===== src/rtl/ctrl_ramdrv_seq_if.sv =====
// Handshake/bus bundle for the coefficient RAM driver sequencer.
//   master : sample-rate side + CPU side (drives start/phase/taps, cpu_req/cpu_addr)
//   slave  : the sequencer (drives counter controls, MAC controls, status)
interface ctrl_ramdrv_seq_if #(
  parameter int ADDR_WIDTH  = 12,
  parameter int TAP_WIDTH   = 8,
  parameter int PHASE_WIDTH = 4
);
  logic                   start;
  logic [PHASE_WIDTH-1:0] phase;
  logic [TAP_WIDTH-1:0]   taps;
  logic                   cpu_req;
  logic [ADDR_WIDTH-1:0]  cpu_addr;
  logic                   coef_load;
  logic                   coef_cnt;
  logic [ADDR_WIDTH-1:0]  coef_ptr;
  logic                   mac_clr;
  logic                   mac_en;
  logic                   out_valid;
  logic                   busy;
  logic                   cpu_ack;
  logic                   overrun;

  modport master (
    output start, phase, taps, cpu_req, cpu_addr,
    input  coef_load, coef_cnt, coef_ptr, mac_clr, mac_en,
           out_valid, busy, cpu_ack, overrun
  );

  modport slave (
    input  start, phase, taps, cpu_req, cpu_addr,
    output coef_load, coef_cnt, coef_ptr, mac_clr, mac_en,
           out_valid, busy, cpu_ack, overrun
  );
endinterface


===== src/rtl/ctrl_ramdrv_seq.sv =====
// Polyphase FIR coefficient RAM driver sequencer.
// One start runs LOAD -> MAC x taps -> FLUSH -> DONE, steering an external
// coefficient address counter and accumulator. Idle cycles can serve a CPU
// pointer load (CPU_WR). All outputs are flops whose next value is decoded
// from the next state, so each output is aligned with the state it belongs to.
// Ports:
//   clk   : clock, rising edge
//   clr_n : async active-low reset, forces IDLE and all outputs to 0
//   bus   : ctrl_ramdrv_seq_if.slave (start/phase/taps, cpu_req/cpu_addr in;
//           coef_load/coef_cnt/coef_ptr, mac_clr/mac_en, out_valid, busy,
//           cpu_ack, overrun out)
module ctrl_ramdrv_seq #(
  parameter int ADDR_WIDTH  = 12,
  parameter int TAP_WIDTH   = 8,
  parameter int PHASE_WIDTH = 4
) (
  input  logic                  clk,
  input  logic                  clr_n,
  ctrl_ramdrv_seq_if.slave      bus
);
  localparam int PW = PHASE_WIDTH + TAP_WIDTH;
  localparam int MW = (PW > ADDR_WIDTH) ? PW : ADDR_WIDTH;

  typedef enum logic [2:0] {IDLE, LOAD, MAC, FLUSH, DONE, CPU_WR} state_t;

  state_t                 state_q, state_d;
  logic [PHASE_WIDTH-1:0] phase_q, phase_d;
  logic [TAP_WIDTH-1:0]   taps_q, taps_d, tap_cnt_q, tap_cnt_d;
  logic [ADDR_WIDTH-1:0]  cpu_addr_q, cpu_addr_d;
  logic [MW-1:0]          prod;

  logic                  coef_load_q, coef_load_d, coef_cnt_q, coef_cnt_d;
  logic [ADDR_WIDTH-1:0] coef_ptr_q, coef_ptr_d;
  logic                  mac_clr_q, mac_clr_d, mac_en_q, mac_en_d;
  logic                  out_valid_q, out_valid_d, busy_q, busy_d;
  logic                  cpu_ack_q, cpu_ack_d, overrun_q, overrun_d;

  // Next-state, captured operands and tap down-counter
  always_comb begin
    state_d    = state_q;
    phase_d    = phase_q;
    taps_d     = taps_q;
    cpu_addr_d = cpu_addr_q;
    tap_cnt_d  = tap_cnt_q;
    case (state_q)
      IDLE: begin
        // start wins over a simultaneous cpu_req; the CPU is served later
        if (bus.start) begin
          phase_d = bus.phase;
          taps_d  = bus.taps;
          state_d = LOAD;
        end else if (bus.cpu_req) begin
          cpu_addr_d = bus.cpu_addr;
          state_d    = CPU_WR;
        end
      end
      LOAD: begin
        if (taps_q != '0) begin
          tap_cnt_d = taps_q - TAP_WIDTH'(1);
          state_d   = MAC;
        end else begin
          state_d = DONE;
        end
      end
      MAC: begin
        if (tap_cnt_q == '0) state_d = FLUSH;
        else                 tap_cnt_d = tap_cnt_q - TAP_WIDTH'(1);
      end
      FLUSH:   state_d = DONE;
      DONE:    state_d = IDLE;
      CPU_WR:  state_d = IDLE;
      default: state_d = IDLE;
    endcase
  end

  // Registered outputs, decoded from the state being entered
  always_comb begin
    prod        = MW'(phase_d) * MW'(taps_d);
    coef_load_d = (state_d == LOAD) || (state_d == CPU_WR);
    coef_cnt_d  = (state_d == MAC);
    coef_ptr_d  = '0;
    if (state_d == LOAD)   coef_ptr_d = prod[ADDR_WIDTH-1:0];
    if (state_d == CPU_WR) coef_ptr_d = cpu_addr_d;
    mac_clr_d   = (state_d == LOAD);
    // RAM data arrives one cycle after the address advances
    mac_en_d    = coef_cnt_q;
    out_valid_d = (state_d == DONE);
    busy_d      = (state_d != IDLE);
    cpu_ack_d   = (state_d == CPU_WR);
    overrun_d   = bus.start && (state_q != IDLE);
  end

  always_ff @(posedge clk or negedge clr_n) begin
    if (!clr_n) begin
      state_q     <= IDLE;
      phase_q     <= '0;
      taps_q      <= '0;
      cpu_addr_q  <= '0;
      tap_cnt_q   <= '0;
      coef_load_q <= 1'b0;
      coef_cnt_q  <= 1'b0;
      coef_ptr_q  <= '0;
      mac_clr_q   <= 1'b0;
      mac_en_q    <= 1'b0;
      out_valid_q <= 1'b0;
      busy_q      <= 1'b0;
      cpu_ack_q   <= 1'b0;
      overrun_q   <= 1'b0;
    end else begin
      state_q     <= state_d;
      phase_q     <= phase_d;
      taps_q      <= taps_d;
      cpu_addr_q  <= cpu_addr_d;
      tap_cnt_q   <= tap_cnt_d;
      coef_load_q <= coef_load_d;
      coef_cnt_q  <= coef_cnt_d;
      coef_ptr_q  <= coef_ptr_d;
      mac_clr_q   <= mac_clr_d;
      mac_en_q    <= mac_en_d;
      out_valid_q <= out_valid_d;
      busy_q      <= busy_d;
      cpu_ack_q   <= cpu_ack_d;
      overrun_q   <= overrun_d;
    end
  end

  assign bus.coef_load = coef_load_q;
  assign bus.coef_cnt  = coef_cnt_q;
  assign bus.coef_ptr  = coef_ptr_q;
  assign bus.mac_clr   = mac_clr_q;
  assign bus.mac_en    = mac_en_q;
  assign bus.out_valid = out_valid_q;
  assign bus.busy      = busy_q;
  assign bus.cpu_ack   = cpu_ack_q;
  assign bus.overrun   = overrun_q;
endmodule


===== src/flat_wrapper.sv =====
// flat-port wrapper written by rule: the top's interface ports become plain ports
module ctrl_ramdrv_seq_flat 
#(
  parameter int ADDR_WIDTH  = 12,
  parameter int TAP_WIDTH   = 8,
  parameter int PHASE_WIDTH = 4
)
  (clk, clr_n, bus_start, bus_phase, bus_taps, bus_cpu_req, bus_cpu_addr, bus_coef_load, bus_coef_cnt, bus_coef_ptr, bus_mac_clr, bus_mac_en, bus_out_valid, bus_busy, bus_cpu_ack, bus_overrun);
  ctrl_ramdrv_seq_if #(.ADDR_WIDTH(ADDR_WIDTH), .TAP_WIDTH(TAP_WIDTH), .PHASE_WIDTH(PHASE_WIDTH)) bus_i ();
  input  logic clk;
  input  logic clr_n;
  input wire logic [$bits(bus_i.start)-1:0] bus_start;
  input wire logic [$bits(bus_i.phase)-1:0] bus_phase;
  input wire logic [$bits(bus_i.taps)-1:0] bus_taps;
  input wire logic [$bits(bus_i.cpu_req)-1:0] bus_cpu_req;
  input wire logic [$bits(bus_i.cpu_addr)-1:0] bus_cpu_addr;
  output wire logic [$bits(bus_i.coef_load)-1:0] bus_coef_load;
  output wire logic [$bits(bus_i.coef_cnt)-1:0] bus_coef_cnt;
  output wire logic [$bits(bus_i.coef_ptr)-1:0] bus_coef_ptr;
  output wire logic [$bits(bus_i.mac_clr)-1:0] bus_mac_clr;
  output wire logic [$bits(bus_i.mac_en)-1:0] bus_mac_en;
  output wire logic [$bits(bus_i.out_valid)-1:0] bus_out_valid;
  output wire logic [$bits(bus_i.busy)-1:0] bus_busy;
  output wire logic [$bits(bus_i.cpu_ack)-1:0] bus_cpu_ack;
  output wire logic [$bits(bus_i.overrun)-1:0] bus_overrun;
  assign bus_i.start = bus_start;
  assign bus_i.phase = bus_phase;
  assign bus_i.taps = bus_taps;
  assign bus_i.cpu_req = bus_cpu_req;
  assign bus_i.cpu_addr = bus_cpu_addr;
  assign bus_coef_load = bus_i.coef_load;
  assign bus_coef_cnt = bus_i.coef_cnt;
  assign bus_coef_ptr = bus_i.coef_ptr;
  assign bus_mac_clr = bus_i.mac_clr;
  assign bus_mac_en = bus_i.mac_en;
  assign bus_out_valid = bus_i.out_valid;
  assign bus_busy = bus_i.busy;
  assign bus_cpu_ack = bus_i.cpu_ack;
  assign bus_overrun = bus_i.overrun;
  ctrl_ramdrv_seq #(.ADDR_WIDTH(ADDR_WIDTH), .TAP_WIDTH(TAP_WIDTH), .PHASE_WIDTH(PHASE_WIDTH)) u_core (.clk(clk), .clr_n(clr_n), .bus(bus_i));
endmodule

===== config.mk =====
export PLATFORM = sky130hd
export DESIGN_NAME = ctrl_ramdrv_seq_flat
export DESIGN_NICKNAME = d
export VERILOG_FILES = /design/src/rtl/ctrl_ramdrv_seq_if.sv /design/src/rtl/ctrl_ramdrv_seq.sv /design/src/flat_wrapper.sv
export SDC_FILE = /design/constraint.sdc
export NUM_CORES = 1
export LEC_CHECK = 0
export BUFFER_PORTS_ARGS = -buffer_cell sky130_fd_sc_hd__clkbuf_2
export CORE_ASPECT_RATIO = 0.8
export CORE_MARGIN = 5
export CORE_UTILIZATION = 55
export DETAILED_ROUTE_END_ITERATION = 6
export MAX_ROUTING_LAYER = met4
export PLACE_DENSITY_LB_ADDON = 0.08
export SYNTH_ARGS = -nofsm -noshare
export SYNTH_HDL_FRONTEND = slang
export SYNTH_SLANG_ARGS = --single-unit

===== constraint.sdc =====
create_clock -name clk -period 5.5 [get_ports clk]
set_clock_uncertainty 0.1 [all_clocks]
set_input_delay 0.55 -clock clk [delete_from_list [all_inputs] [get_ports clk]]
set_output_delay 0.55 -clock clk [all_outputs]
set_load 0.05 [all_outputs]

* Yosys cells after proc, flatten, opt, wreduce, memory -nomap -nowiden
Index checks and enable logic that the tools add are counted.
** Word-level totals
- Register bits :: 55
- Latch bits :: 0
- RAM bits :: 0
- Memory bits (read-only) :: 0
- Logic and storage cells :: 52
- Memories kept :: 0
** Operators by class
- Add/subtract/negate cells :: 2
- Multiply operators :: 1
- Div/mod/pow operators :: 0
- Magnitude comparators :: 0
- Equal/unequal tests :: 9
- Shift operators :: 0
- Multiplexer cells :: 17
- Bitwise operators :: 0
- Reductions and logical operators :: 9
** Operators with widths (count)
- 2-to-1 mux 12 bit :: 5
- 2-to-1 mux 8 bit :: 4
- one-hot mux 8 bit (2 select lines) :: 1
- subtractor 8 x 1 -> 8 bit, second input constant :: 2
- multiplier 4 x 8 -> 12 bit :: 1
- 2-to-1 mux 3 bit :: 4
- one-hot mux 3 bit (4 select lines) :: 1
- == test 3 x 2 -> 1 bit, second input constant :: 3
- logical NOT 8 bit :: 1
- 2-to-1 mux 4 bit :: 2
- nonzero test 8 bit :: 1
- == test 3 x 1 -> 1 bit, second input constant :: 2
- == test 3 bit, second input constant :: 2
- nonzero test 3 bit :: 2
- logical NOT 3 bit :: 1
- AND reduction 3 bit :: 1
- inequality test 2 x 1 -> 1 bit, second input constant :: 1
- inequality test 2 bit, second input constant :: 1
- nonzero test 2 bit :: 1
- logical AND 1 bit :: 1
- logical OR 1 bit :: 1

* Depth between registers and ports, before layout
Gate-level depths: netlist of the first run.
- Depth after elaboration :: 6
- Gate-level depth with buffers :: 16
- Depth with buffers taken out :: 16

* Worst setup path before layout of the first run
Ideal clock, no wire load.
- Path type :: reg-to-reg
- From :: register u_core.state_q[2]
- To :: register u_core.coef_ptr_q[11] (netlist: u_core.bus.coef_ptr[11])
- Arrival :: 4065 ps
- Setup slack :: 1204 ps
- Stages on the path, launching flop included :: 16
- Clock period less this slack :: 4296 ps
- Cells stage by stage :: dfrtp_1 nor3_1 nand2_1 inv_2 mux2i_1 nor2_1 fa_1 inv_1 fa_1 inv_1 ha_1 or2_2 or2_2 o211ai_1 xor2_1 o21ai_0
** Between the ends
- Word-level cells in the longest chain between the ends :: 6
- Elaborated cells on any way between the ends :: 16
- Those cells by class :: mul: 1; eq/ne: 5; mux: 9; reduce/logical: 1
** Ends and longest elaborated chain
- from (decl) :: line ctrl_ramdrv_seq.sv:26 : state_t state_q, state_d;
- from (signal assigned) :: line ctrl_ramdrv_seq.sv:110 : state_q <= state_d;
- parallel branches: the longest is 5 deep, another holds multiplier 4 x 8 -> 12 bit
- 2-to-1 mux 12 bit (*) :: line ctrl_ramdrv_seq.sv:83 : if (state_d == CPU_WR) coef_ptr_d = cpu_addr_d;
- net u_core.coef_ptr_d[11] :: line ctrl_ramdrv_seq.sv:33 : logic [ADDR_WIDTH-1:0] coef_ptr_q, coef_ptr_d;
- to (signal assigned) :: line ctrl_ramdrv_seq.sv:117 : coef_ptr_q <= coef_ptr_d;
- to (decl) :: line ctrl_ramdrv_seq.sv:33
Mark *: on every way through the listed nets, which the timed path passes.
A chain may end at the register's enable or synchronous reset.

* Worst setup path after layout of the first run
- From :: register u_core.state_q[2]
- To :: register u_core.coef_ptr_q[10] (netlist: u_core.bus.coef_ptr[10])
** Between the ends
- Elaborated cells on any way between the ends :: 16
- Those cells by class :: mul: 1; eq/ne: 5; mux: 9; reduce/logical: 1
** RTL lines
- logical NOT 3 bit :: line ctrl_ramdrv_seq.sv:45 : case (state_q)
- 2-to-1 mux 4 bit :: line ctrl_ramdrv_seq.sv:45
- net u_core.phase_d[2] :: line ctrl_ramdrv_seq.sv:27 : logic [PHASE_WIDTH-1:0] phase_q, phase_d;
- multiplier 4 x 8 -> 12 bit :: line ctrl_ramdrv_seq.sv:78 : prod = MW'(phase_d) * MW'(taps_d);
- 2-to-1 mux 12 bit :: line ctrl_ramdrv_seq.sv:82 : if (state_d == LOAD) coef_ptr_d = prod[ADDR_WIDTH-1:0];
- 2-to-1 mux 12 bit :: line ctrl_ramdrv_seq.sv:83
- net u_core.coef_ptr_d[10] :: line ctrl_ramdrv_seq.sv:33
The timed path passes the listed nets, and every way through them passes these cells.

==> impl_metrics.py, run 1 <==
metrics = {
    "sta": {
        "setup-tns-final_ns": 0,
        "slew_limit_headroom": 0.311,
        "setup_viol": 0,
        "finalHoldViolCount": 0,
        "fmax_mhz": 204,
        "grt_setup_unrepaired": "no",
        "worst-slew-pin-transition_ns": 1.03,
        "layout_worst_path_cycle_share": 0.891,
        "period_needed_ns": 4.90,
        "slew_viol_final": 0,
        "hold_slack_ns": 0.298,
    },
    "floorplanning": {
        "dieHeight_um": 73.7,
        "row_count": 23,
        "placeableCoreArea_um2": 4950,
        "design.die.area_um2": 6600,
        "io_pins": 48,
        "floorplan.initialDensity": 0.563,
        "die_width_um": 89.6,
    },
    "worst_hold_path": {
        "worst_hold_path.endpoint": "u_core.bus.mac_en",
        "cell_count_of_the_worst_hold_path": 0,
        "min_from": "u_core.bus.coef_cnt",
        "worstHoldPathType": "register to register",
    },
    "detailed_routing": {
        "drt_pre_antenna_iters": 4,
        "final_antenna_net_count": 0,
        "vias": 2192,
        "wirelength_um": 6080,
        "drt-wirelength-per-cell_um": 14.8,
        "drt_drc_violations_left": 0,
        "detail_route.iter0.violations": 117,
        "post_drt_via_cell_ratio": 5.35,
    },
    "global_route": {
        "largest_net_degree_at_the_start_of_global_routing": 44,
        "busiest_layer": "met1",
        "grt_pass1_vias": 2194,
        "grt.met3_usage": 0.0471,
        "antenna_found_initial": 0,
        "first_pass_grt_wire_length_um": 10600,
        "grtUsageTotal": 0.218,
        "use_met2": 0.288,
        "grt-ovfl-total": 0,
        "globalRouteMet1Util": 0.340,
    },
    "worst_setup_path": {
        "end_kind": "register",
        "reg2reg_depth": 15,
        "cp_data_required_time_ns": 5.57,
        "reg2reg_setup_slack_ns": 0.60,
        "r2r_start": "u_core.state_q[2]",
        "worstSetupPathType": "register to register",
        "worst_setup_start_kind": "register",
        "worst_ep_arrival_ns": 4.97,
        "highest_fanout_seen_on_the_critical_path": 19,
        "regToRegEndpoint": "u_core.bus.coef_ptr[10]",
    },
    "layout": {
        "register_area_um2": 1080,
        "multi_input_comb_area_um2": 1550,
        "fin_area_um2": 3170,
        "antennaDiodeCount": 0,
        "nNetsFinal": 404,
        "area.growth.synth_to_final_pct": 14.0,
        "n_fill_cell": 436,
        "post_route_cells_drive_above_1_share": 0.198,
    },
    "synthesis": {
        "synth_simple_gate_area_share": 0.167,
        "synth.net_count": 353,
        "synthArstFlopShare": 1.00,
        "syn_area_per_cell_um2": 9.41,
        "synth-edff-count": 0,
        "synthDistinctLibCells": 50,
        "post_synth_inst_count": 296,
        "yosysWarningCount": 0,
        "main_combinational_cell_family_by_area_after_synthesis": "simple AND/OR/NAND/NOR gates",
        "synthXorXnorAreaFrac": 0.0283,
        "dominantRegCellSynth": "sky130_fd_sc_hd__dfrtp_1",
        "post_synth_fa_ha_maj_area_fraction": 0.163,
        "synthMuxAreaShare": 0.0467,
        "yosysSeqAreaShare": 0.386,
        "cell_area_after_technology_mapping_um2": 2790,
        "synth_compound_area_frac": 0.152,
        "postSynthRegisterBits": 43,
    },
    "clock_network": {
        "worst_setup_hold_path_clk_slew_ns": 0.08,
        "cts.path.max_buffers": 2,
        "cts_root_buf": "sky130_fd_sc_hd__clkbuf_8",
        "hold_buffers": 0,
        "clk-insertion-delay-late_ns": 0.29,
        "cts_tree": "built",
        "cts_setup_buffers": 0,
        "cts.sinks": 43,
        "cts_htree_levels": 2,
        "numCtsBuffers": 5,
        "post_cts_resized": 0,
    },
    "run": {
        "maxCapViolCount": 0,
    },
    "place": {
        "hpwl_detailed_um": 4890,
        "port-buffer-count": 47,
        "routabilityCongestion": 0.892,
        "dpl_cell_area_um2": 3090,
    },
    "status": {
        "outcome": "finished, final reports clean",
    },
}
-- worst max-delay path: stages, from the launching register on --
cell	delay, ns
sky130_fd_sc_hd__dfrtp_1	0.44
sky130_fd_sc_hd__nor3_1	0.38
sky130_fd_sc_hd__nand2_1	0.28
sky130_fd_sc_hd__inv_2	0.40
sky130_fd_sc_hd__mux2i_1	0.59
sky130_fd_sc_hd__inv_1	0.13
sky130_fd_sc_hd__nand2_1	0.12
sky130_fd_sc_hd__fa_1	0.41
sky130_fd_sc_hd__inv_1	0.11
sky130_fd_sc_hd__fa_1	0.44
sky130_fd_sc_hd__fa_1	0.47
sky130_fd_sc_hd__a21oi_1	0.25
sky130_fd_sc_hd__o211ai_1	0.15
sky130_fd_sc_hd__a31oi_1	0.21
sky130_fd_sc_hd__xor2_1	0.19
sky130_fd_sc_hd__o21ai_0	0.10
-- stage by stage --
step | setup WS (ns) | std cells | utilization
finish | 0.600 | 410 | 0.641
global route | 0.0490 | 410 | 0.641
CTS | 0.597 | 410 | 0.641
detailed placement | 0.606 | 402 | 0.624
global placement | 0.763 | 402 | 0.624
floorplan | 1.20 | 296 | -
-- state kept, by name (all words and copies together) (netlist names) --
name	flops
u_core.bus.coef_ptr	12
u_core.tap_cnt_q	8
u_core.taps_q	8
u_core.phase_q	4
u_core.state_q	3
u_core.bus.busy	1
u_core.bus.coef_cnt	1
u_core.bus.coef_load	1
u_core.bus.cpu_ack	1
u_core.bus.mac_clr	1
u_core.bus.mac_en	1
u_core.bus.out_valid	1
u_core.bus.overrun	1
-- Yosys cell counts, types with 5 or more instances --
cell / n / area (um2)
sky130_fd_sc_hd__nand2_1: 27 / 101
sky130_fd_sc_hd__inv_1: 35 / 131
sky130_fd_sc_hd__mux2i_1: 13 / 130
sky130_fd_sc_hd__fa_1: 12 / 240
sky130_fd_sc_hd__nor3_1: 5 / 25.0
sky130_fd_sc_hd__ha_1: 17 / 213
sky130_fd_sc_hd__a21oi_1: 15 / 75.1
sky130_fd_sc_hd__a31oi_1: 5 / 31.3
sky130_fd_sc_hd__xor2_1: 6 / 52.6
sky130_fd_sc_hd__dfrtp_1: 43 / 1080
sky130_fd_sc_hd__o21ai_0: 15 / 75.1
sky130_fd_sc_hd__nor2_1: 39 / 146
-- metal layers --
metal  wire (um)  vias to the layer above
met3         450                        4
met2        2410                       72
met4          51                        0
met1        3170                     1006
met5           0                        -
li1            -                     1110
-- logic make-up after synthesis --
| family | count (synthesis) |
|---|---|
| DFF | 43 |
| muxes | 13 |
| and+or+nand+nor | 98 |
| AOI/OAI and AO/OA | 62 |
| xor gates and xnor gates | 9 |
| buffers and inverters | 42 |
| adders and majority gates | 29 |
-- placed cells by master, fill, tap and decap left out, drive strengths merged, types with 2 or more instances in the layout --
| master | synthesis | routed |
|---|---|---|
| a2111oi | 2 | 2 |
| nor2 | 39 | 39 |
| dfrtp | 43 | 43 |
| o211ai | 5 | 5 |
| nor2b | 3 | 3 |
| or3 | 3 | 3 |
| nand2 | 27 | 27 |
| inv | 37 | 37 |
| xnor2 | 3 | 3 |
| mux2i | 13 | 13 |
| ha | 17 | 17 |
| or2 | 5 | 5 |
| a31oi | 5 | 5 |
| a22o | 4 | 4 |
| a21boi | 2 | 2 |
| nor4 | 3 | 3 |
| a21oi | 15 | 15 |
| nand3 | 3 | 3 |
| o21ai | 19 | 19 |
| o2111ai | 2 | 2 |
| clkinv | 1 | 2 |
| fa | 12 | 12 |
| clkbuf | 2 | 53 |
| xor2 | 6 | 6 |
| nor3 | 5 | 5 |
| or4 | 3 | 3 |
-- worst max-delay path by stage --
stage                      startpoint                       to  slack, ns  depth (start not counted)
finish              u_core.state_q[2]  u_core.bus.coef_ptr[10]       0.60                         15
global route        u_core.state_q[2]  u_core.bus.coef_ptr[10]       0.05                         15
CTS                 u_core.state_q[2]  u_core.bus.coef_ptr[10]       0.60                         15
detailed placement  u_core.state_q[2]  u_core.bus.coef_ptr[10]       0.61                         15
global placement    u_core.state_q[2]  u_core.bus.coef_ptr[10]       0.76                         15
floorplan           u_core.state_q[2]  u_core.bus.coef_ptr[11]       1.20                         15
-- final cells by class --
type                       instances  area share
clock inverter                     2     0.00394
timing repair buffer              48      0.0765
inverter                          38      0.0449
tap                               62      0.0244
clock buffer                       6      0.0229
multi-input combinational        211       0.488
sequential                        43       0.339
Power of run 1 is not shown: default switching activity piles up to over one toggle a cycle in this logic, so the estimate is an artifact.
==> run 2: changes to the inputs <==
Settings changed: ABC_AREA from default to 1.
==> impl_metrics.py, run 2 <==
metrics = {
    "floorplanning": {
        "dieHeight_um": 76.2,
        "io_pins": 48,
        "placeableCoreArea_um2": 5380,
        "floorplan.initialDensity": 0.561,
        "row_count": 24,
        "die_width_um": 92.8,
        "design.die.area_um2": 7080,
    },
    "sta": {
        "worst_slack_ns": 1.28,
        "setup-tns-final_ns": 0,
        "slew_viol_final": 0,
        "slew_limit_headroom": 0.639,
        "setup_viol": 0,
        "period_needed_ns": 4.22,
        "finalHoldViolCount": 0,
        "worst-slew-pin-transition_ns": 0.542,
        "grt_setup_unrepaired": "no",
        "layout_worst_path_cycle_share": 0.768,
        "hold_slack_ns": 0.216,
        "fmax_mhz": 237,
    },
    "layout": {
        "nNetsFinal": 502,
        "mostFrequentLayoutCell": "sky130_fd_sc_hd__nand2_1",
        "post_route_cells_drive_above_1_share": 0.213,
        "largest_register_ffs": 12,
        "area.growth.synth_to_final_pct": 11.7,
        "post_layout_nonfiller_instances": 511,
        "antennaDiodeCount": 0,
        "final_cell_mix": "105 x sky130_fd_sc_hd__nand2_1, 63 x sky130_fd_sc_hd__inv_1, 47 x sky130_fd_sc_hd__clkbuf_2",
    },
    "clock_network": {
        "cts.sinks": 43,
        "hold_buffers": 0,
        "worst_setup_hold_path_clk_slew_ns": 0.08,
        "cts_tree": "built",
        "numCtsBuffers": 5,
        "post_cts_resized": 0,
        "cts_htree_levels": 2,
        "cts.path.max_buffers": 2,
        "clk-insertion-delay-late_ns": 0.30,
        "cts_setup_buffers": 0,
        "cts_root_buf": "sky130_fd_sc_hd__clkbuf_8",
    },
    "detailed_routing": {
        "vias": 2599,
        "drt_pre_antenna_iters": 5,
        "final_antenna_net_count": 0,
        "detail_route.iter0.violations": 119,
        "drt_drc_violations_left": 0,
        "post_drt_via_cell_ratio": 5.09,
        "drt-wirelength-per-cell_um": 12.9,
        "wirelength_um": 6590,
    },
    "synthesis": {
        "synthDistinctLibCells": 32,
        "syn_area_per_cell_um2": 7.60,
        "synthArstFlopShare": 1.00,
        "synth_top_area_share": 0.357,
        "synth-edff-count": 0,
        "yosysSeqAreaShare": 0.357,
        "synth.top_cells.by_count": "105 x sky130_fd_sc_hd__nand2_1, 63 x sky130_fd_sc_hd__inv_1, 43 x sky130_fd_sc_hd__dfrtp_1, 40 x sky130_fd_sc_hd__nor2_1, 27 x sky130_fd_sc_hd__nand3_1",
        "yosysWarningCount": 0,
        "yosys.cell_count.top_type": "sky130_fd_sc_hd__nand2_1",
        "synth_largest_area_cell": "sky130_fd_sc_hd__dfrtp_1",
        "synth.area.top_cells": "sky130_fd_sc_hd__dfrtp_1 36%, sky130_fd_sc_hd__nand2_1 13%, sky130_fd_sc_hd__fa_1 8.0%, sky130_fd_sc_hd__inv_1 7.8%, sky130_fd_sc_hd__ha_1 7.1%",
        "cell_area_after_technology_mapping_um2": 3020,
        "post_synth_inst_count": 397,
        "synth.net_count": 454,
        "dominantRegCellSynth": "sky130_fd_sc_hd__dfrtp_1",
        "postSynthRegisterBits": 43,
    },
    "place": {
        "post_place_setup_slack_ns": 1.26,
        "hpwl_detailed_um": 5310,
        "routabilityCongestion": 0.886,
        "port-buffer-count": 47,
        "place_inst": 503,
    },
    "worst_setup_path": {
        "worst_ep_arrival_ns": 4.30,
        "cp_data_required_time_ns": 5.58,
        "worst_setup_start_kind": "register",
        "highest_fanout_seen_on_the_critical_path": 20,
        "regToRegEndpoint": "u_core.bus.coef_ptr[7]",
        "worstSetupPathType": "register to register",
        "reg2reg_setup_slack_ns": 1.28,
        "r2r_start": "u_core.state_q[1]",
        "end_kind": "register",
        "reg2reg_depth": 19,
    },
    "global_route": {
        "grt-ovfl-total": 0,
        "grtUsageTotal": 0.205,
        "first_pass_grt_wire_length_um": 11400,
        "grt_pass1_vias": 2590,
        "antenna_found_initial": 0,
        "largest_net_degree_at_the_start_of_global_routing": 44,
    },
    "power_and_ir_drop": {
        "worst_ir_drop_vdd_v": 0.0000985,
        "power.total_w": 0.000534,
        "leakage_dissipation_nw": 1.87,
        "power_density_nw_per_um2": 159,
    },
    "worst_hold_path": {
        "worstHoldPathType": "primary input to async pin",
    },
    "status": {
        "outcome": "finished, final reports clean",
    },
    "run": {
        "maxCapViolCount": 0,
    },
}
[run 2: changes by cell type after synthesis, sizes merged, moves of 6 or more]
| cell | delta |
|---|---|
| nand2 | +95 |
| inv | +38 |
| nand3 | +28 |
| mux2i | -13 |
| a21oi | -9 |
| nand4 | +6 |
[run 2: cell families (layout without fill, tap and decap cells)]
group | after synthesis | after routing | synth area share
AND/OR/NAND/NOR | 207 | 207 | 0.313
buffers and inverters | 82 | 131 | 0.112
flip-flops | 43 | 43 | 0.357
AO/OA/AOI/OAI | 33 | 33 | 0.0597
adder cells (fa/ha/maj) | 29 | 29 | 0.150
XOR/XNOR | 3 | 3 | 0.00871
[run 2: critical path, stage by stage (launching register included)]
cell	delay (ns)
sky130_fd_sc_hd__dfrtp_1	0.48
sky130_fd_sc_hd__nor3_4	0.27
sky130_fd_sc_hd__nand2_2	0.26
sky130_fd_sc_hd__inv_2	0.36
sky130_fd_sc_hd__nand2_1	0.11
sky130_fd_sc_hd__nand2_2	0.11
sky130_fd_sc_hd__inv_2	0.08
sky130_fd_sc_hd__nor2_1	0.13
sky130_fd_sc_hd__fa_1	0.44
sky130_fd_sc_hd__inv_1	0.09
sky130_fd_sc_hd__fa_1	0.38
sky130_fd_sc_hd__inv_1	0.06
sky130_fd_sc_hd__ha_1	0.28
sky130_fd_sc_hd__a21oi_1	0.22
sky130_fd_sc_hd__nand2_1	0.13
sky130_fd_sc_hd__nand2_1	0.09
sky130_fd_sc_hd__nand2_1	0.06
sky130_fd_sc_hd__or2_2	0.28
sky130_fd_sc_hd__nand3_1	0.07
sky130_fd_sc_hd__o21ai_0	0.09
[run 2: worst max-delay path by stage]
stage,startpoint,endpoint,slack (ns),cells after the start
floorplan,u_core.state_q[1],u_core.bus.coef_ptr[7],1.75,19
global placement,bus_start,u_core.bus.coef_ptr[7],1.39,19
finish,u_core.state_q[1],u_core.bus.coef_ptr[7],1.28,19
CTS,u_core.state_q[1],u_core.bus.coef_ptr[7],1.26,19
global route,u_core.state_q[1],u_core.bus.coef_ptr[7],0.98,17
detailed placement,bus_start,u_core.bus.coef_ptr[7],1.26,19
[run 2: where the power goes]
part / switching, W / leakage, nW / internal (W) / total (W)
Sequential: 0.0000000803 / 0.547 / 0.000316 / 0.000316
Combinational: 0.0000116 / 1.28 / 0.00000795 / 0.0000195
Clock: 0.000110 / 0.0412 / 0.0000888 / 0.000198
[run 2: area by class of cell]
type                            instances  area, um2
Sequential cell                        43       1080
Clock inverter                          2       12.5
Inverter                               75        282
Timing Repair Buffer                   48        243
Fill cell                             501       2000
Clock buffer                            6       72.6
Multi-Input combinational cell        272       1600
Tap cell                               65       81.3
[run 2: stage by stage]
| step | utilization | instance area, um2 |
|---|---|---|
| 6_report | 0.627 | 3370 |
| 5_1_grt | 0.627 | 3370 |
| 4_1_cts | 0.627 | 3370 |
| 3_5_place_dp | 0.611 | 3290 |
| 3_3_place_gp | 0.611 | 3290 |
| 2_1_floorplan | - | 3020 |
[run 2: metal layers]
metal	vias to the layer above	wire (um)	track usage
met1	1218	2830	0.244
met5	-	0	-
met2	55	3400	0.357
met3	8	274	0.0405
li1	1318	-	-
met4	0	91	0.0512
No activity file was read; power rests on OpenSTA's default activity.
==> run 3: changes to the inputs <==
Clock period 5.5 ns to 4.2 ns, I/O delays scaled along.
==> impl_metrics.py, run 3 (synthesized netlist as in run 2, its figures left out) <==
metrics = {
    "layout": {
        "register_area_um2": 1080,
        "multi_input_comb_area_um2": 1610,
        "antennaDiodeCount": 0,
        "mostFrequentLayoutCell": "sky130_fd_sc_hd__nand2_1",
        "largest_register_ffs": 12,
        "fin_area_um2": 3390,
        "nNetsFinal": 502,
        "final_cell_mix": "105 x sky130_fd_sc_hd__nand2_1, 63 x sky130_fd_sc_hd__inv_1, 47 x sky130_fd_sc_hd__clkbuf_2",
        "post_route_cells_drive_above_1_share": 0.217,
        "area.growth.synth_to_final_pct": 12.2,
        "n_fill_cell": 481,
    },
    "global_route": {
        "grt_pass1_vias": 2468,
        "grtUsageTotal": 0.209,
        "grt-ovfl-total": 0,
        "largest_net_degree_at_the_start_of_global_routing": 44,
        "antenna_found_initial": 0,
        "first_pass_grt_wire_length_um": 11400,
    },
    "floorplanning": {
        "floorplan.initialDensity": 0.561,
        "placeableCoreArea_um2": 5380,
        "die_width_um": 92.8,
        "row_count": 24,
        "design.die.area_um2": 7080,
        "dieHeight_um": 76.2,
        "io_pins": 48,
    },
    "power_and_ir_drop": {
        "leakage_dissipation_nw": 1.87,
        "power_density_nw_per_um2": 208,
        "worst_ir_drop_vdd_v": 0.000137,
    },
    "clock_network": {
        "clk-insertion-delay-late_ns": 0.30,
        "cts_tree": "built",
        "worst_setup_hold_path_clk_slew_ns": 0.09,
        "cts_setup_buffers": 0,
        "cts.sinks": 43,
        "cts_root_buf": "sky130_fd_sc_hd__clkbuf_8",
        "cts.path.max_buffers": 2,
        "numCtsBuffers": 5,
        "cts_htree_levels": 2,
    },
    "worst_setup_path": {
        "r2r_start": "u_core.state_q[1]",
        "cp_data_required_time_ns": 4.28,
        "worst_setup_start_kind": "register",
        "worstSetupPathType": "register to register",
        "worstSetupStartpoint": "u_core.state_q[1]",
        "worstPathCellList": "nor3_4, nand2_4, buf_4, nand2_1, nand2_1, inv_2, nor2_1, fa_1, inv_1, fa_1, inv_1, ha_1, a21oi_2, nand2_1, nand2_1, nand2_1, or2_2, nand3_1, o21ai_0",
        "highest_fanout_seen_on_the_critical_path": 10,
        "worst_ep_arrival_ns": 4.09,
        "worst_path_largest_cell_delay_ns": 0.52,
        "critical_path_buf_inv_count": 4,
        "critical-path-slowest-cell": "sky130_fd_sc_hd__fa_1",
        "end_kind": "register",
        "crit_family": "adder cells",
        "path_common_cell": "sky130_fd_sc_hd__nand2_1",
    },
    "detailed_routing": {
        "final_antenna_net_count": 0,
        "detail_route.iter0.violations": 119,
        "post_drt_via_cell_ratio": 5.04,
        "drt_pre_antenna_iters": 4,
        "drt-wirelength-per-cell_um": 12.9,
        "drt_drc_violations_left": 0,
        "wirelength_um": 6600,
        "vias": 2574,
    },
    "place": {
        "dpl_cell_area_um2": 3290,
        "hpwl_detailed_um": 5240,
        "port-buffer-count": 47,
        "routabilityCongestion": 0.887,
    },
    "sta": {
        "slew_viol_final": 0,
        "slew_limit_headroom": 0.298,
        "worst-slew-pin-transition_ns": 1.05,
        "grt_setup_unrepaired": "no",
        "finalHoldViolCount": 0,
        "layout_worst_path_cycle_share": 0.954,
        "setup_viol": 0,
        "period_needed_ns": 4.01,
        "setup-tns-final_ns": 0,
        "fmax_mhz": 250,
    },
    "worst_hold_path": {
        "worstHoldPathType": "primary input to async pin",
    },
    "run": {
        "maxCapViolCount": 0,
    },
    "status": {
        "outcome": "finished, final reports clean",
    },
}
[run 3: area by class of cell]
class | instances | area share
clock buffer | 6 | 0.0214
clock inverter | 2 | 0.00370
inverter | 75 | 0.0846
multi-input combinational | 272 | 0.476
sequential | 43 | 0.318
tap | 65 | 0.0240
timing repair buffer | 48 | 0.0717
[run 3: per-layer routing]
| layer | share of wire | track usage |
|---|---|---|
| met5 | 0 | - |
| met4 | 0.012 | 0.0527 |
| met3 | 0.030 | 0.0444 |
| met2 | 0.49 | 0.346 |
| met1 | 0.46 | 0.262 |
[run 3: worst paths after layout]
kind	endpoint	slack, ns	cells past startpoint
max	u_core.bus.coef_ptr[7]	0.19	19
min	u_core.taps_q[4]	0.20	1
max reg2reg	u_core.bus.coef_ptr[7]	0.19	19
min reg2reg	u_core.bus.mac_en	0.29	0
min in group clk	u_core.bus.coef_ptr[11]	0.22	3
max in group asynchronous	u_core.state_q[1]	3.10	1
[run 3: repair_timing]
action,CTS,global route
endpoints found under the setup margin,0,3
hold buffers,0,0
gates resized for setup,0,7
[run 3: per-stage QoR]
stage / std cells / utilization / total power, W / hold slack, ns / setup slack [ns]
floorplan: 397 / - / 0.000426 / 0.0244 / 0.449
global placement: 503 / 0.611 / 0.000448 / 0.271 / 0.143
detailed placement: 503 / 0.611 / 0.000449 / 0.273 / 0.0618
CTS: 511 / 0.627 / 0.000713 / 0.216 / 0.0436
global route: 511 / 0.630 / 0.000737 / 0.227 / 0.00233
finish: 511 / 0.630 / 0.000705 / 0.196 / 0.192
[run 3: worst reg2reg max path, cell delays in order (launching register included)]
cell	delay, ns
sky130_fd_sc_hd__dfrtp_2	0.47
sky130_fd_sc_hd__nor3_4	0.29
sky130_fd_sc_hd__nand2_4	0.15
sky130_fd_sc_hd__buf_4	0.20
sky130_fd_sc_hd__nand2_1	0.07
sky130_fd_sc_hd__nand2_1	0.09
sky130_fd_sc_hd__inv_2	0.10
sky130_fd_sc_hd__nor2_1	0.06
sky130_fd_sc_hd__fa_1	0.48
sky130_fd_sc_hd__inv_1	0.05
sky130_fd_sc_hd__fa_1	0.52
sky130_fd_sc_hd__inv_1	0.04
sky130_fd_sc_hd__ha_1	0.36
sky130_fd_sc_hd__a21oi_2	0.20
sky130_fd_sc_hd__nand2_1	0.12
sky130_fd_sc_hd__nand2_1	0.09
sky130_fd_sc_hd__nand2_1	0.06
sky130_fd_sc_hd__or2_2	0.28
sky130_fd_sc_hd__nand3_1	0.07
sky130_fd_sc_hd__o21ai_0	0.09
[run 3: where the power goes]
group,switching (W),internal [W]
combinational,0.0000154,0.00000977
sequential,0.000000229,0.000414
clock,0.000149,0.000116
total,0.000165,0.000540
